$ cat config.mk
export PLATFORM = sky130hd
export DESIGN_NAME = dmem_port_arbiter_flat
export DESIGN_NICKNAME = d
export VERILOG_FILES = /design/src/rtl/dmem_port_arbiter_if.sv /design/src/rtl/dmem_port_arbiter.sv /design/src/flat_wrapper.sv
export SDC_FILE = /design/constraint.sdc
export NUM_CORES = 1
export LEC_CHECK = 0
export CORE_ASPECT_RATIO = 0.6
export CORE_MARGIN = 5
export CORE_UTILIZATION = 35
export DETAILED_ROUTE_END_ITERATION = 7
export GPL_TIMING_DRIVEN = 0
export PLACE_DENSITY = 0.73
export SLEW_MARGIN = 20
export SYNTH_ARGS = -nofsm -noshare
export SYNTH_HDL_FRONTEND = slang
export SYNTH_SLANG_ARGS = --single-unit
$ cat constraint.sdc
create_clock -name clk -period 4.55 [get_ports clk]
set_input_delay 1.365 -clock clk [delete_from_list [all_inputs] [get_ports clk]]
set_output_delay 1.365 -clock clk [all_outputs]
set_load 0.005 [all_outputs]
$ cat src/rtl/dmem_port_arbiter_if.sv
// Two-master data-memory port bundle: master request/response lanes plus the dmem side.
interface dmem_port_arbiter_if #(
   parameter int unsigned DMEM_ADDR_WIDTH = 10
) ();
   localparam int unsigned DW = 32;
   localparam int unsigned BW = 4;

   logic                       m0_req;
   logic                       m0_we;
   logic [DMEM_ADDR_WIDTH-1:0] m0_addr;
   logic [DW-1:0]              m0_wdata;
   logic [BW-1:0]              m0_be;
   logic                       m0_gnt;
   logic                       m0_done;
   logic [DW-1:0]              m0_rdata;

   logic                       m1_req;
   logic                       m1_we;
   logic [DMEM_ADDR_WIDTH-1:0] m1_addr;
   logic [DW-1:0]              m1_wdata;
   logic [BW-1:0]              m1_be;
   logic                       m1_gnt;
   logic                       m1_done;
   logic [DW-1:0]              m1_rdata;

   logic [DMEM_ADDR_WIDTH-1:0] dmem_addr;
   logic [DW-1:0]              dmem_din;
   logic                       dmem_mem_read;
   logic                       dmem_mem_write;
   logic [DW-1:0]              dmem_dout;
   logic                       busy;

   // Arbiter side
   modport slave (
      input  m0_req, m0_we, m0_addr, m0_wdata, m0_be,
      input  m1_req, m1_we, m1_addr, m1_wdata, m1_be,
      input  dmem_dout,
      output m0_gnt, m0_done, m0_rdata,
      output m1_gnt, m1_done, m1_rdata,
      output dmem_addr, dmem_din, dmem_mem_read, dmem_mem_write, busy
   );

   // Requester / memory side
   modport master (
      output m0_req, m0_we, m0_addr, m0_wdata, m0_be,
      output m1_req, m1_we, m1_addr, m1_wdata, m1_be,
      output dmem_dout,
      input  m0_gnt, m0_done, m0_rdata,
      input  m1_gnt, m1_done, m1_rdata,
      input  dmem_addr, dmem_din, dmem_mem_read, dmem_mem_write, busy
   );
endinterface

$ cat src/rtl/dmem_port_arbiter.sv
// Round-robin arbiter sharing one single-port dmem between two masters,
// with read-modify-write for partial byte-enable stores.
module dmem_port_arbiter #(
   parameter int unsigned DMEM_ADDR_WIDTH = 10
) (
   input  logic                 clk,
   input  logic                 reset_b,
   dmem_port_arbiter_if.slave   bus
);
   localparam int unsigned DW = 32;
   localparam int unsigned BW = 4;

   typedef enum logic [2:0] {IDLE, RD, WR, RMW_RD, RMW_WR} state_t;

   state_t                     state_q, state_d;
   logic                       last_gnt_q, last_gnt_d;
   logic                       owner_q, owner_d;
   logic [DW-1:0]              wdata_q, wdata_d;
   logic [BW-1:0]              be_q, be_d;
   logic [DMEM_ADDR_WIDTH-1:0] addr_q, addr_d;
   logic [DW-1:0]              din_q, din_d;
   logic                       rd_q, rd_d;
   logic                       wr_q, wr_d;
   logic                       done0_q, done0_d;
   logic                       done1_q, done1_d;
   logic                       busy_q, busy_d;
   logic [DW-1:0]              rdata0_q, rdata0_d;
   logic [DW-1:0]              rdata1_q, rdata1_d;
   logic                       gnt0_c, gnt1_c;
   logic                       sel_we;
   logic [DMEM_ADDR_WIDTH-1:0] sel_addr;
   logic [DW-1:0]              sel_wdata;
   logic [BW-1:0]              sel_be;
   logic [DW-1:0]              merged_c;

   // Byte merge of latched store data over the current memory word
   always_comb begin
      merged_c = bus.dmem_dout;
      for (int i = 0; i < int'(BW); i++) begin
         if (be_q[i]) merged_c[8*i +: 8] = wdata_q[8*i +: 8];
      end
   end

   // Next-state, grant and registered-output next values
   always_comb begin
      state_d    = state_q;
      last_gnt_d = last_gnt_q;
      owner_d    = owner_q;
      wdata_d    = wdata_q;
      be_d       = be_q;
      addr_d     = addr_q;
      din_d      = din_q;
      rd_d       = 1'b0;
      wr_d       = 1'b0;
      done0_d    = 1'b0;
      done1_d    = 1'b0;
      rdata0_d   = rdata0_q;
      rdata1_d   = rdata1_q;
      gnt0_c     = 1'b0;
      gnt1_c     = 1'b0;
      sel_we     = 1'b0;
      sel_addr   = '0;
      sel_wdata  = '0;
      sel_be     = '0;

      case (state_q)
         IDLE: begin
            // m0 wins when alone or when m1 was granted last
            if (reset_b) begin
               if (bus.m0_req && (!bus.m1_req || last_gnt_q)) gnt0_c = 1'b1;
               else if (bus.m1_req)                            gnt1_c = 1'b1;
            end
            sel_we    = gnt1_c ? bus.m1_we    : bus.m0_we;
            sel_addr  = gnt1_c ? bus.m1_addr  : bus.m0_addr;
            sel_wdata = gnt1_c ? bus.m1_wdata : bus.m0_wdata;
            sel_be    = gnt1_c ? bus.m1_be    : bus.m0_be;
            if (gnt0_c || gnt1_c) begin
               owner_d    = gnt1_c;
               last_gnt_d = gnt1_c;
               addr_d     = sel_addr;
               wdata_d    = sel_wdata;
               be_d       = sel_be;
               if (!sel_we) begin
                  state_d = RD;
                  rd_d    = 1'b1;
               end else if (sel_be == 4'hF || sel_be == 4'h0) begin
                  state_d = WR;
                  wr_d    = (sel_be == 4'hF);
                  din_d   = sel_wdata;
               end else begin
                  state_d = RMW_RD;
                  rd_d    = 1'b1;
               end
            end
         end
         RD: begin
            if (owner_q) rdata1_d = bus.dmem_dout;
            else         rdata0_d = bus.dmem_dout;
            done0_d = !owner_q;
            done1_d = owner_q;
            state_d = IDLE;
         end
         WR: begin
            done0_d = !owner_q;
            done1_d = owner_q;
            state_d = IDLE;
         end
         RMW_RD: begin
            din_d   = merged_c;
            wr_d    = 1'b1;
            state_d = RMW_WR;
         end
         RMW_WR: begin
            done0_d = !owner_q;
            done1_d = owner_q;
            state_d = IDLE;
         end
         default: state_d = IDLE;
      endcase

      busy_d = (state_d != IDLE);
   end

   // State and arbitration history
   always_ff @(posedge clk or negedge reset_b) begin
      if (!reset_b) begin
         state_q    <= IDLE;
         last_gnt_q <= 1'b1;
      end else begin
         state_q    <= state_d;
         last_gnt_q <= last_gnt_d;
      end
   end

   // Latched request payload and registered outputs
   always_ff @(posedge clk or negedge reset_b) begin
      if (!reset_b) begin
         owner_q  <= 1'b0;
         wdata_q  <= '0;
         be_q     <= '0;
         addr_q   <= '0;
         din_q    <= '0;
         rd_q     <= 1'b0;
         wr_q     <= 1'b0;
         done0_q  <= 1'b0;
         done1_q  <= 1'b0;
         busy_q   <= 1'b0;
         rdata0_q <= '0;
         rdata1_q <= '0;
      end else begin
         owner_q  <= owner_d;
         wdata_q  <= wdata_d;
         be_q     <= be_d;
         addr_q   <= addr_d;
         din_q    <= din_d;
         rd_q     <= rd_d;
         wr_q     <= wr_d;
         done0_q  <= done0_d;
         done1_q  <= done1_d;
         busy_q   <= busy_d;
         rdata0_q <= rdata0_d;
         rdata1_q <= rdata1_d;
      end
   end

   assign bus.m0_gnt         = gnt0_c;
   assign bus.m1_gnt         = gnt1_c;
   assign bus.m0_done        = done0_q;
   assign bus.m1_done        = done1_q;
   assign bus.m0_rdata       = rdata0_q;
   assign bus.m1_rdata       = rdata1_q;
   assign bus.dmem_addr      = addr_q;
   assign bus.dmem_din       = din_q;
   assign bus.dmem_mem_read  = rd_q;
   assign bus.dmem_mem_write = wr_q;
   assign bus.busy           = busy_q;
endmodule

$ cat src/flat_wrapper.sv
// flat-port wrapper written by rule: the top's interface ports become plain ports
module dmem_port_arbiter_flat 
#(
   parameter int unsigned DMEM_ADDR_WIDTH = 10
)
  (clk, reset_b, bus_m0_req, bus_m0_we, bus_m0_addr, bus_m0_wdata, bus_m0_be, bus_m1_req, bus_m1_we, bus_m1_addr, bus_m1_wdata, bus_m1_be, bus_dmem_dout, bus_m0_gnt, bus_m0_done, bus_m0_rdata, bus_m1_gnt, bus_m1_done, bus_m1_rdata, bus_dmem_addr, bus_dmem_din, bus_dmem_mem_read, bus_dmem_mem_write, bus_busy);
  dmem_port_arbiter_if #(.DMEM_ADDR_WIDTH(DMEM_ADDR_WIDTH)) bus_i ();
  input  logic clk;
  input  logic reset_b;
  input wire logic [$bits(bus_i.m0_req)-1:0] bus_m0_req;
  input wire logic [$bits(bus_i.m0_we)-1:0] bus_m0_we;
  input wire logic [$bits(bus_i.m0_addr)-1:0] bus_m0_addr;
  input wire logic [$bits(bus_i.m0_wdata)-1:0] bus_m0_wdata;
  input wire logic [$bits(bus_i.m0_be)-1:0] bus_m0_be;
  input wire logic [$bits(bus_i.m1_req)-1:0] bus_m1_req;
  input wire logic [$bits(bus_i.m1_we)-1:0] bus_m1_we;
  input wire logic [$bits(bus_i.m1_addr)-1:0] bus_m1_addr;
  input wire logic [$bits(bus_i.m1_wdata)-1:0] bus_m1_wdata;
  input wire logic [$bits(bus_i.m1_be)-1:0] bus_m1_be;
  input wire logic [$bits(bus_i.dmem_dout)-1:0] bus_dmem_dout;
  output wire logic [$bits(bus_i.m0_gnt)-1:0] bus_m0_gnt;
  output wire logic [$bits(bus_i.m0_done)-1:0] bus_m0_done;
  output wire logic [$bits(bus_i.m0_rdata)-1:0] bus_m0_rdata;
  output wire logic [$bits(bus_i.m1_gnt)-1:0] bus_m1_gnt;
  output wire logic [$bits(bus_i.m1_done)-1:0] bus_m1_done;
  output wire logic [$bits(bus_i.m1_rdata)-1:0] bus_m1_rdata;
  output wire logic [$bits(bus_i.dmem_addr)-1:0] bus_dmem_addr;
  output wire logic [$bits(bus_i.dmem_din)-1:0] bus_dmem_din;
  output wire logic [$bits(bus_i.dmem_mem_read)-1:0] bus_dmem_mem_read;
  output wire logic [$bits(bus_i.dmem_mem_write)-1:0] bus_dmem_mem_write;
  output wire logic [$bits(bus_i.busy)-1:0] bus_busy;
  assign bus_i.m0_req = bus_m0_req;
  assign bus_i.m0_we = bus_m0_we;
  assign bus_i.m0_addr = bus_m0_addr;
  assign bus_i.m0_wdata = bus_m0_wdata;
  assign bus_i.m0_be = bus_m0_be;
  assign bus_i.m1_req = bus_m1_req;
  assign bus_i.m1_we = bus_m1_we;
  assign bus_i.m1_addr = bus_m1_addr;
  assign bus_i.m1_wdata = bus_m1_wdata;
  assign bus_i.m1_be = bus_m1_be;
  assign bus_i.dmem_dout = bus_dmem_dout;
  assign bus_m0_gnt = bus_i.m0_gnt;
  assign bus_m0_done = bus_i.m0_done;
  assign bus_m0_rdata = bus_i.m0_rdata;
  assign bus_m1_gnt = bus_i.m1_gnt;
  assign bus_m1_done = bus_i.m1_done;
  assign bus_m1_rdata = bus_i.m1_rdata;
  assign bus_dmem_addr = bus_i.dmem_addr;
  assign bus_dmem_din = bus_i.dmem_din;
  assign bus_dmem_mem_read = bus_i.dmem_mem_read;
  assign bus_dmem_mem_write = bus_i.dmem_mem_write;
  assign bus_busy = bus_i.busy;
  dmem_port_arbiter #(.DMEM_ADDR_WIDTH(DMEM_ADDR_WIDTH)) u_core (.clk(clk), .reset_b(reset_b), .bus(bus_i));
endmodule
After elaboration in Yosys (flattened, before gate mapping). Cells that the tools add are included.

Magnitude comparators: 0. Muxes and demuxes: 35. Divide/modulo/power cells: 0. Equal/unequal tests: 8. Bitwise gates (word level): 1. Add/subtract/negate cells: 0. Multiply operators: 0. Reductions and logical operators: 15. Shift-type cells: 0.

Operator list (count): 32-bit two-way mux (4); 32-bit case mux with 2 select lines (1); 8-bit two-way mux (4); 1-bit two-way mux (20); 10-bit two-way mux (1); 3-bit by 2-bit == test with 1-bit output, second input constant (2); 3-bit two-way mux (2); 2-bit by 1-bit != test with 1-bit output, second input constant (3); 3-bit case mux with 2 select lines (1); 2-bit AND reduction (3); 4-bit == test, second input constant (1); 4-bit zero test (1); 4-bit two-way mux (1); 4-bit AND reduction (1); 3-bit by 1-bit == test with 1-bit output, second input constant (1); 3-bit == test, second input constant (1); 3-bit zero test (1); 1-bit logical OR (3); 3-bit nonzero test (1); 3-bit OR reduction (1); 1-bit zero test (2); 1-bit case mux with 2 select lines (1); 2-bit nonzero test (1); 1-bit logical AND (1); 1-bit inverter (1).

Memory bits (writable): 0. Memory bits (read-only): 0. Register bits after elaboration: 152. Logic and storage cells: 73. Memories: 0. Latch bits: 0. Output and inout port bits: 113.

Logic depth before layout (Yosys ltp).
Depth after elaboration: 14. Depth in mapped cells: 8.

Least setup slack after synthesis. Ideal clock, no wire load.

Kind: input to output. Start: input port reset_b. End: output port bus_m1_gnt. Buffers on the path: 1. Slack: 1014 ps. Stages on the path: 4. Data arrival time: 2171 ps. Cell sequence: and2_1 nand2_1 buf_2 nor4_1.

Cells in the longest elaborated chain, start to end: 3.

RTL lines: start, declared (RTL line flat_wrapper.sv:9) `input logic reset_b;`; 1-bit two-way mux (RTL line dmem_port_arbiter.sv:69) `if (reset_b) begin`; 1-bit two-way mux (2 in a row) (RTL line dmem_port_arbiter.sv:66) `case (state_q)`; end, declared (RTL line flat_wrapper.sv:24) `output wire logic [$bits(bus_i.m1_gnt)-1:0] bus_m1_gnt;`.

No other way between the ends. The select of a mux whose other input is x is not followed.

Final worst setup path.
Start: input port reset_b. End: output port bus_m0_gnt.

Cells in the longest elaborated chain, start to end: 3.

RTL lines: 1-bit two-way mux (RTL line dmem_port_arbiter.sv:69); 1-bit two-way mux (2 in a row) (RTL line dmem_port_arbiter.sv:66); end, declared (RTL line flat_wrapper.sv:21) `output wire logic [$bits(bus_i.m0_gnt)-1:0] bus_m0_gnt;`.

No other way between the ends. The select of a mux whose other input is x is not followed.

==> results.toml <==
[outcome]
status = "finished, final reports clean"

[pwr]
power.density_mw_per_mm2 = 546.9
p_int_mw = 4.182
power_mw = 5.792
swShare = 0.2780
p_comb_frac = 0.358
switching_power_mw = 1.610
power_frac_clock = 0.264
p_leak_nw = 4.564
vdd_drop_max_mv = 0.2995
pwr-share-seq = 0.378

[sta]
fin_crit_ns = 4.420
maxSlewHeadroom = 0.3664
fin_ws_ns = 0.1299
worst_pin_slew_ns = 0.9470
min_period_over_period = 0.9715
slew_viol_final = 0
hold_viol_final = 0
setup_violations = 0
skew_ns = 0.007557
max_freq_mhz = 226.2
rsz0062_at_grt = "no"

[drt]
drt_wl_total_um = 24960
ant_nets = 0
wl_met3_um = 2116
dr.pass1.iters = 4
wl_per_cell_um = 21.01
wl_met1_um = 11830
drt_iter0_drc = 435
vias = 6140
drt-vias-per-instance = 5.168
top_layer = "met4"
met2RoutedLength_um = 10800
post-route-drc-count = 0

[synth]
synth_top_family_by_area = "multiplexers"
synthXorXnorAreaFrac = 0.001241
ys_async_sr_fraction = 1.000
yosysMostFrequentCell = "dfrtp_1"
synthTopCellsByCount = "151 x dfrtp_1, 82 x nand2_1, 78 x mux2i_1"
synthMuxAreaShare = 0.2144
netlist_instances = 639
synth_seq_cells = 152
synthFlopType = "dfrtp_1"
synth_top_cell_by_area = "dfrtp_1"
syn_avg_cell_area_um2 = 11.04
synth_enable_flop_cells = 0
ys_seq_area_frac = 0.5392
synth.net_count = 769
synthSimpleGateAreaFrac = 0.1020
yosysTopAreaCellShare = 0.5355
synth-compound-area-share = 0.1110
syn-cell-area_mm2 = 0.007057
synth_area_leaders = "dfrtp_1 54%, mux2i_1 11%, mux2_2 10%, nand2_1 4.4%, o21ai_0 3.5%"
yosysUniqueCellTypes = 29
synth_adder_area_share = 0
ys_warn_count = 0

[global_routing]
grt_start_max_net_pins = 41
grt_pass1_vias = 6484
globalRouteTotalUtil = 0.2149
grt_pass1_wl_um = 38580
antenna_found_initial = 0
grt_remaining_overflow = 0

[die]
pin_count = 243
die_width_um = 193.3
initial_core_util = 0.3543
row_count = 40
coreArea_mm2 = 0.01992
die_h_um = 120.0
dieArea_mm2 = 0.02320

[final_layout]
insertedDiodeCount = 0
drive_gt1_frac = 0.1235
areaGrowthSynthToFinish_pct = 50.07
layout.nets = 1033
design_area_mm2 = 0.01059
instances_no_fill = 1188

[place]
place_ws_ns = -0.5212
dpl.cell_count = 1155
hpwlAfterDp_um = 18000
port_buffers = 242
placed_cell_area_mm2 = 0.009866
gp_congestion = 0.8181

[setup_path]
slowest_stage = "clkdlybuf4s50_1"
path_cells = "buf_16 > buf_16 > or4b_4 > nor2_1 > clkdlybuf4s50_1"
cp-startpoint = "reset_b"
path_delay_family = "buffers and inverters"
cp.required_ns = 3.18
startpoint_type = "primary input"
critical_path_arrival_ns = 3.06
critical_path_class = "primary input to output pin"
reg2reg_slack_ns = 1.71
slowest_delay_ns = 0.56
r2r_start = "u_core.state_q[1]"
crit_path_frequent_cell = "buf_16"
worst-path-buf-inv = 3
critPathCaptureType = "output pin"
cp_max_fo = 40

[clock_tree]
cts_inserted_buffers = 17
tritoncts = "built"
cts-htree-levels = 4
clkTransAtPathRegs_ns = 0.06
clockRootBuffer = "clkbuf_16"
hold_buffers = 0
clkSinkCount = 152
cts.path.max_buffers = 2
clk-insertion-delay-late_ns = 0.43

[flow_run]
cap_violations = 0

[hold_path]
min-delay-start = "u_core.wdata_q[20]"
hp-class = "flip-flop to flip-flop"
-- power by group through the flow --
stage / combinational [mW] / clock, mW / sequential, mW
after floorplan: 0.713 / 0 / 2.21
after CTS: 2.10 / 1.56 / 2.19
final: 2.07 / 1.53 / 2.19
after detailed placement: 2.08 / 0 / 2.21
after global placement: 2.05 / 0 / 2.18
after global routing: 2.24 / 1.63 / 2.26
-- worst register-to-register path: cells and delay by family (launching register included) --
kind	cells	cell delay [ns]
AND/OR/NAND/NOR	2	1.30
buffers and inverters	2	0.77
flip-flops	1	0.36
AO/OA/AOI/OAI	2	0.34
-- area by class of cell --
cell class	count	area, um2
plain buffers	50	219.0
flip-flops and latches	152	3805
inverters	3	11.26
multi-input cells	434	3052
fillers	1804	9329
well taps	273	341.6
clock inverters	8	142.6
repair buffers	245	2531
clock buffers	23	488.0
-- final timing paths --
check                                                to  cells after the start
worst max-delay path                         bus_m0_gnt                      5
worst min-delay path                 u_core.wdata_q[20]                      2
worst max register to register  u_core.bus.dmem_din[15]                      6
worst min register to register       u_core.wdata_q[20]                      2
max in group asynchronous       u_core.bus.dmem_addr[9]                      2
min in group asynchronous        u_core.bus.m1_rdata[3]                      1
-- flip-flops by register name (all words and copies together), names as in the netlist --
| signal | cells |
|---|---|
| u_core.bus.dmem_addr | 10 |
| u_core.bus.dmem_mem_read | 1 |
| u_core.bus.m0_done | 1 |
| u_core.bus.m0_rdata | 32 |
| u_core.owner_q | 1 |
| u_core.bus.dmem_din | 32 |
| u_core.bus.dmem_mem_write | 1 |
| u_core.last_gnt_q | 1 |
| u_core.bus.busy | 1 |
| u_core.wdata_q | 32 |
| u_core.bus.m1_rdata | 32 |
| u_core.be_q | 4 |
| u_core.bus.m1_done | 1 |
| u_core.state_q | 3 |
-- repair_timing --
item / CTS / global route
setup endpoints to repair: 2 / 0
setup buffers: 0 / 0
resized for setup: 6 / 0
-- cell families after synthesis --
| group | after synthesis |
|---|---|
| mux | 143 |
| simple gates | 167 |
| xor+xnor | 1 |
| compound gates | 123 |
| flops | 152 |
| buf+inv | 53 |
-- metrics by stage --
stage | hold WS [ns] | util | setup TNS (ns)
floorplan | 0.4480 | - | 0
global placement | 0.4608 | 0.4930 | -1102.02
detailed placement | 0.4704 | 0.4953 | -1.143
CTS | 0.4836 | 0.5317 | 0
global route | 0.5014 | 0.5317 | 0
finish | 0.4768 | 0.5317 | 0
-- routing by layer --
| layer | vias to the layer above | GRT usage |
|---|---|---|
| li1 | 2834 | - |
| met1 | 3052 | 0.2990 |
| met2 | 239 | 0.3168 |
| met3 | 15 | 0.08333 |
| met4 | 0 | 0.04996 |
| met5 | - | 0 |
-- cells in the final DEF, fill, tap and decap left out, drive strengths merged, types with 13 or more instances in the layout --
cell type,count
a31oi,32
mux2i,78
o211ai,32
o21ai,50
buf,13
clkbuf,62
dfrtp,151
clkdlybuf4s50,240
nand2,82
mux2,65
nor2,39
nand3,33
Note: power is estimated with default switching activity, not from simulation.
